### config.mk
export PLATFORM = sky130hd
export DESIGN_NAME = midi_event_decoder
export DESIGN_NICKNAME = d
export VERILOG_FILES = /design/src/rtl/synth_midi_pkg.sv /design/src/rtl/midi_event_fifo.sv /design/src/rtl/midi_event_decoder.sv
export SDC_FILE = /design/constraint.sdc
export NUM_CORES = 1
export LEC_CHECK = 0
export ABC_CLOCK_PERIOD_IN_PS = 4300
export CORE_MARGIN = 1
export CORE_UTILIZATION = 58
export DETAILED_ROUTE_END_ITERATION = 12
export GPL_TIMING_DRIVEN = 0
export PLACE_DENSITY = 0.79
export SKIP_LAST_GASP = 1
export SLEW_MARGIN = 20
export SYNTH_ARGS = -nofsm -noshare
export SYNTH_HDL_FRONTEND = slang
export SYNTH_HIERARCHICAL = 1
export SYNTH_SLANG_ARGS = --single-unit
### constraint.sdc
create_clock -name CLOCK_50 -period 4.3 [get_ports CLOCK_50]
set_input_delay 0.645 -clock CLOCK_50 [delete_from_list [all_inputs] [get_ports CLOCK_50]]
set_output_delay 0.645 -clock CLOCK_50 [all_outputs]
set_load 0.05 [all_outputs]
### src/rtl/synth_midi_pkg.sv
// Shared types and constants for the synthesizer MIDI event path.
// Used by the parser top module and by its event FIFO.
package synth_midi_pkg;

  typedef enum logic [2:0] {
    EV_NOTE_OFF = 3'd0,
    EV_NOTE_ON  = 3'd1,
    EV_POLY_AT  = 3'd2,
    EV_CC       = 3'd3,
    EV_PROG     = 3'd4,
    EV_CH_AT    = 3'd5,
    EV_BEND     = 3'd6,
    EV_NONE     = 3'd7
  } ev_type_e;

  typedef enum logic [1:0] {
    PS_IDLE,
    PS_WAIT_D1,
    PS_WAIT_D2,
    PS_SYSEX
  } parse_state_e;

  localparam logic [3:0] ST_NOTE_OFF = 4'h8;
  localparam logic [3:0] ST_NOTE_ON  = 4'h9;
  localparam logic [3:0] ST_POLY_AT  = 4'hA;
  localparam logic [3:0] ST_CC       = 4'hB;
  localparam logic [3:0] ST_PROG     = 4'hC;
  localparam logic [3:0] ST_CH_AT    = 4'hD;
  localparam logic [3:0] ST_BEND     = 4'hE;

  localparam logic [7:0] SYX_START = 8'hF0;
  localparam logic [7:0] SYX_END   = 8'hF7;
  localparam logic [7:0] RT_FIRST  = 8'hF8;

  typedef struct packed {
    ev_type_e   etype;
    logic [3:0] ch;
    logic [6:0] d1;
    logic [6:0] d2;
  } midi_event_t;

  localparam int EVENT_W = $bits(midi_event_t);

  function automatic ev_type_e nibble_to_type(input logic [3:0] nib);
    case (nib)
      ST_NOTE_OFF: return EV_NOTE_OFF;
      ST_NOTE_ON:  return EV_NOTE_ON;
      ST_POLY_AT:  return EV_POLY_AT;
      ST_CC:       return EV_CC;
      ST_PROG:     return EV_PROG;
      ST_CH_AT:    return EV_CH_AT;
      ST_BEND:     return EV_BEND;
      default:     return EV_NONE;
    endcase
  endfunction

  // Program change and channel aftertouch carry a single data byte.
  function automatic logic is_one_data_byte(input logic [3:0] nib);
    return (nib == ST_PROG) || (nib == ST_CH_AT);
  endfunction

endpackage

### src/rtl/midi_event_fifo.sv
// First-word fall-through event FIFO with wrap-bit pointers and a level count.
// The head reads as zero while empty so downstream fields are clean after reset.
module midi_event_fifo #(
  parameter int WIDTH = 21,
  parameter int DEPTH = 8
) (
  input  logic                     clk,
  input  logic                     rst,
  input  logic                     push,
  input  logic                     pop,
  input  logic [WIDTH-1:0]         wdata,
  output logic [WIDTH-1:0]         rdata,
  output logic                     full,
  output logic                     empty,
  output logic [$clog2(DEPTH):0]   level
);

  localparam int AW = $clog2(DEPTH);

  logic [WIDTH-1:0] mem [DEPTH];
  logic [AW:0]      wr_ptr;
  logic [AW:0]      rd_ptr;
  logic             do_push;
  logic             do_pop;

  assign empty   = (wr_ptr == rd_ptr);
  assign full    = (wr_ptr[AW] != rd_ptr[AW]) && (wr_ptr[AW-1:0] == rd_ptr[AW-1:0]);
  assign do_pop  = pop && !empty;
  // A full FIFO still accepts a write when the head leaves in the same cycle.
  assign do_push = push && (!full || do_pop);
  assign level   = wr_ptr - rd_ptr;
  assign rdata   = empty ? '0 : mem[rd_ptr[AW-1:0]];

  always_ff @(posedge clk) begin
    if (rst) begin
      wr_ptr <= '0;
      rd_ptr <= '0;
    end else begin
      if (do_push) wr_ptr <= wr_ptr + 1'b1;
      if (do_pop)  rd_ptr <= rd_ptr + 1'b1;
    end
  end

  always_ff @(posedge clk) begin
    if (do_push) mem[wr_ptr[AW-1:0]] <= wdata;
  end

endmodule

### src/rtl/midi_event_decoder.sv
// Channel-voice MIDI parser with running status, channel filtering and a
// buffered typed-event output stream.
module midi_event_decoder
  import synth_midi_pkg::*;
#(
  parameter int CHANNELS   = 16,
  parameter int FIFO_DEPTH = 8
) (
  input  logic                           CLOCK_50,
  input  logic                           reset_reg,
  input  logic                           byteready,
  input  logic [7:0]                     midi_in_data,
  input  logic [3:0]                     base_ch,
  input  logic                           omni,
  output logic                           ev_valid,
  input  logic                           ev_ready,
  output logic [2:0]                     ev_type,
  output logic [3:0]                     ev_ch,
  output logic [6:0]                     ev_data1,
  output logic [6:0]                     ev_data2,
  output logic signed [13:0]             ev_bend,
  output logic [$clog2(FIFO_DEPTH):0]    fifo_level,
  output logic [7:0]                     drop_cnt
);

  localparam logic [4:0] CH_LIMIT = 5'(CHANNELS);

  parse_state_e         state;
  parse_state_e         state_next;
  logic [3:0]           rs_nib;
  logic [3:0]           rs_ch;
  logic [6:0]           d1_q;
  logic                 status_load;
  logic                 d1_load;
  logic                 msg_done;
  logic [4:0]           ch_offset;
  logic                 accept;
  logic                 push;
  logic                 pop;
  logic                 fifo_full;
  logic                 fifo_empty;
  midi_event_t          ev_new;
  midi_event_t          ev_head;
  logic [EVENT_W-1:0]   head_bits;

  // {msb,lsb} - 8192 modulo 2^14 is the 14-bit word with its top bit inverted.
  function automatic logic signed [13:0] bend_value(input logic [6:0] msb,
                                                    input logic [6:0] lsb);
    return {~msb[6], msb[5:0], lsb};
  endfunction

  always_ff @(posedge CLOCK_50) begin
    if (reset_reg) begin
      state  <= PS_IDLE;
      rs_nib <= '0;
      rs_ch  <= '0;
    end else begin
      state <= state_next;
      if (status_load) begin
        rs_nib <= midi_in_data[7:4];
        rs_ch  <= midi_in_data[3:0];
      end
    end
  end

  always_ff @(posedge CLOCK_50) begin
    if (d1_load) d1_q <= midi_in_data[6:0];
  end

  always_comb begin
    state_next  = state;
    status_load = 1'b0;
    d1_load     = 1'b0;
    msg_done    = 1'b0;
    if (byteready && !reset_reg && (midi_in_data < RT_FIRST)) begin
      if (midi_in_data[7]) begin
        if (midi_in_data < SYX_START) begin
          status_load = 1'b1;
          state_next  = PS_WAIT_D1;
        end else if (midi_in_data == SYX_START) begin
          state_next = PS_SYSEX;
        end else begin
          state_next = PS_IDLE;
        end
      end else begin
        case (state)
          PS_WAIT_D1: begin
            d1_load = 1'b1;
            if (is_one_data_byte(rs_nib)) msg_done = 1'b1;
            else                          state_next = PS_WAIT_D2;
          end
          PS_WAIT_D2: begin
            msg_done   = 1'b1;
            state_next = PS_WAIT_D1;
          end
          default: ;
        endcase
      end
    end
  end

  always_comb begin
    ev_new.etype = nibble_to_type(rs_nib);
    ev_new.ch    = rs_ch;
    if (state == PS_WAIT_D1) begin
      ev_new.d1 = midi_in_data[6:0];
      ev_new.d2 = '0;
    end else begin
      ev_new.d1 = d1_q;
      ev_new.d2 = midi_in_data[6:0];
    end
    if ((ev_new.etype == EV_NOTE_ON) && (ev_new.d2 == 7'd0)) ev_new.etype = EV_NOTE_OFF;
  end

  // The offset is taken in 5 bits so channels below base_ch never wrap into range.
  assign ch_offset = {1'b0, rs_ch} - {1'b0, base_ch};
  assign accept    = omni || (!ch_offset[4] && (ch_offset < CH_LIMIT));
  assign push      = msg_done && accept;
  assign pop       = ev_valid && ev_ready;

  always_ff @(posedge CLOCK_50) begin
    if (reset_reg) begin
      drop_cnt <= '0;
    end else if (push && fifo_full && !pop && (drop_cnt != 8'hFF)) begin
      drop_cnt <= drop_cnt + 8'd1;
    end
  end

  midi_event_fifo #(
    .WIDTH (EVENT_W),
    .DEPTH (FIFO_DEPTH)
  ) u_fifo (
    .clk   (CLOCK_50),
    .rst   (reset_reg),
    .push  (push),
    .pop   (pop),
    .wdata (ev_new),
    .rdata (head_bits),
    .full  (fifo_full),
    .empty (fifo_empty),
    .level (fifo_level)
  );

  assign ev_head  = midi_event_t'(head_bits);
  assign ev_valid = !fifo_empty;
  assign ev_type  = ev_head.etype;
  assign ev_ch    = ev_head.ch;
  assign ev_data1 = ev_head.d1;
  assign ev_data2 = ev_head.d2;
  assign ev_bend  = bend_value(ev_head.d2, ev_head.d1);

endmodule

==> impl_metrics.toml <==
[synthesis]
yosysMostFrequentCell = "edfxtp_1"
synth_cells = 524
synth_area_um2 = 8490
syn_area_per_cell_um2 = 16.2
async_reset_ff_share_pct = 0
synth_edf_count = 175
synth_top_area_cell = "edfxtp_1"
synth_area_leaders = "edfxtp_1 62%, mux4_2 11%, dfxtp_1 6.8%, inv_1 2.7%, ha_1 1.6%"
syn_nets = 553
yosysUniqueCellTypes = 52
yosysTopAreaCellShare_pct = 61.9
ys_seq_area_share_pct = 68.8
ys_ff_latch = 204
synth-main-ff-cell = "edfxtp_1"
yosys_warnings = 6
synth_common_cells = "175 x edfxtp_1, 60 x inv_1, 42 x mux4_2"

[setup_path]
reg2reg_slack_ns = 0.76
path_cells = "inv_1 -> ha_1 -> nand3_1 -> nor2_1 -> or2_4 -> clkbuf_8 -> o22ai_1 -> buf_4 -> clkdlybuf4s50_1"
path_class = "flop to output pin"
critPathTopFamily = "buffers and inverters"
slowest_delay_ns = 0.82
start_kind = "flop"
critPathSlowestCell = "clkdlybuf4s50_1"
cp.arrival_ns = 3.50
critPathRequiredTime_ns = 3.65
path_max_fanout = 10
critical_path_buf_inv_count = 4
crit_path_end_kind = "output pin"

[global_routing]
overflow = 0
antenna_found_initial = 0
grt_pass1_vias = 5122
grt_start_max_net_pins = 22
grt_first_pass_wirelength_mm = 27.6
globalRouteTotalUtil_pct = 25.1

[placed_design]
place_congestion = 0.823
placed_area_um2 = 9540
io_buffers = 64
dp_hpwl_mm = 11.7

[sta]
holdWs_ns = 0.509
period_share_pct = 96.5
setup_viol = 0
slew_viol_final = 0
tightest_slew_ns = 0.932
period_minus_slack_ns = 4.15
relSlewSlack_pct = 37.7
fmax_ghz = 0.241
grt_setup_unrepaired = "false"
finalHoldViolations = 0
fin_skew_ns = 0.00967

[cells_and_area]
area_growth_pct = 20.4
n_antenna_cell = 0
fill_cells = 860
nets = 649
drive_gt1_share_pct = 20.5
fin_area_um2 = 10200

[die]
core_um2 = 14100
die_w_um = 123
num_rows = 43
die-area_um2 = 15100
ioPinCount = 65
start_util_pct = 60.2
dieHeight_um = 123

[power]
cell_internal_pwr_mw = 3.24
leakage_nw = 3.51
p_seq_share_pct = 54.1
power_frac_clock_pct = 43.7
combPwrFrac_pct = 2.2
p_sw_mw = 0.749
ir_worst_vdd_uv = 270
power.density_nw_per_um2 = 390
power_mw = 3.98
p_sw_share_pct = 18.8

[clock_tree]
post_cts_buffers = 0
cts_sinks = 204
worst_skew_pair.late_latency_ns = 0.47
cts_tree = "built"
clockBufferDepth = 3
numCtsBuffers = 20
clkTransAtPathRegs_ns = 0.06
cts.htree.levels = 1
clock-root-buffer = "clkbuf_16"

[drt]
wirelength_mm = 18.0
drc = 0
viasPerCell = 6.01
wire_per_inst_um = 22.2
drt_iter0_markers = 448
vias = 4886
ant_nets = 0
dr.pass1.iters = 5

[hold_path]
hold_path_class = "flop to flop"

[run_status]
status = "complete, no violations"

[job]
maxCapViolCount = 0
==> routing by layer <==
metal	part of all wire (%)	routed length (um)	GRT usage, %	up-vias
met2	50	9070	42.0	237
met3	7.7	1390	3.64	55
li1	-	-	-	2167
met4	3.4	616	9.83	0
met5	0	0	0	-
met1	39	6950	33.5	2427
==> flip-flops by register name, summed over array words and instances, names as in the netlist, named ones only <==
register and count:
drop_cnt 8, rs_nib 4, u_fifo/mem 168, rs_ch 4, u_fifo/wr_ptr 4, d1_q 7, state 2, u_fifo/rd_ptr 4
==> layout make-up <==
cell class	count	area [um2]	share of cell area, %
Timing Repair Buffer	74	776	7.59
Clock inverter	7	96.3	0.943
Inverter	60	225	2.20
Sequential cell	204	5840	57.1
Buffer	34	233	2.28
Clock buffer	28	572	5.60
Multi-Input combinational cell	226	2250	22.1
Tap cell	180	225	2.20
==> worst reg2reg max path, delay by kind of cell (launching register included) <==
family	cells	cell delay [ns]
AO/OA/AOI/OAI	1	0.14
AND/OR/NAND/NOR	4	1.71
flip-flops	1	0.31
buffers and inverters	5	0.88
adder cells (fa/ha/maj)	1	0.17
==> path summary, 6_finish.rpt <==
check | start | endpoint | depth (start not counted)
hold reg to reg | drop_cnt[7]$_SDFFE_PP0P_ | drop_cnt[7]$_SDFFE_PP0P_ | 2
hold / removal | drop_cnt[7]$_SDFFE_PP0P_ | drop_cnt[7]$_SDFFE_PP0P_ | 2
setup reg to reg | state[1]$_SDFFE_PP0P_ | u_fifo/mem[0][7]$_DFFE_PP_ | 11
setup / recovery | u_fifo/wr_ptr[0]$_SDFFE_PP0P_ | ev_data2[4] | 9
==> per-stage QoR <==
stage          TNS, ns  instances  utilization [%]  setup WS [ns]
2_1_floorplan        0        524                -          0.487
3_3_place_gp   -132.75        768             66.4          -1.57
3_5_place_dp         0        778             67.7          0.302
4_1_cts              0        813             72.4          0.130
5_1_grt              0        813             72.5         0.0303
6_report             0        813             72.5          0.151
==> power by group through the flow <==
stage	clock [mW]	sequential [mW]	combinational (mW)
2_1_floorplan	0	2.20	0.0453
3_3_place_gp	0	2.20	0.0784
3_5_place_dp	0	2.20	0.0842
4_1_cts	1.76	2.16	0.0858
5_1_grt	1.84	2.16	0.0941
6_report	1.74	2.16	0.0871
==> cell usage in the layout (no fill, tap or decap), drive strengths merged, types with 3 or more instances in the layout <==
cell type,instances
edfxtp,175
clkdlybuf4s50,64
inv,61
mux4,42
clkbuf,38
buf,34
nor2,32
dfxtp,29
o22ai,21
a21oi,14
ha,11
nand2b,8
nor3,8
mux2,7
nor2b,7
nand3,7
xnor2,7
o21ai,6
or4,5
nand2,5
mux2i,5
o31ai,5
nand4,4
or3,4
xor2,3
clkinv,3
==> timing repair <==
action	4_1_cts	5_1_grt
endpoints found under the hold margin	0	0
endpoints found under the setup margin	13	14
resized for setup	1	1
hold buffers	0	0
==> cell families (layout without fill, tap and decap cells) <==
group                      count (synthesis)  in the layout  share of synthesized area [%]
and+or+nand+nor                           93             93                           5.85
AOI/OAI and AO/OA                         57             57                           4.35
muxes                                     54             54                           12.7
buffers and inverters                     94            203                           5.40
adders and majority gates                 12             12                           1.86
DFF                                      204            204                           68.8
xor gates and xnor gates                  10             10                           1.12
No activity file was read; power rests on OpenSTA's default activity.
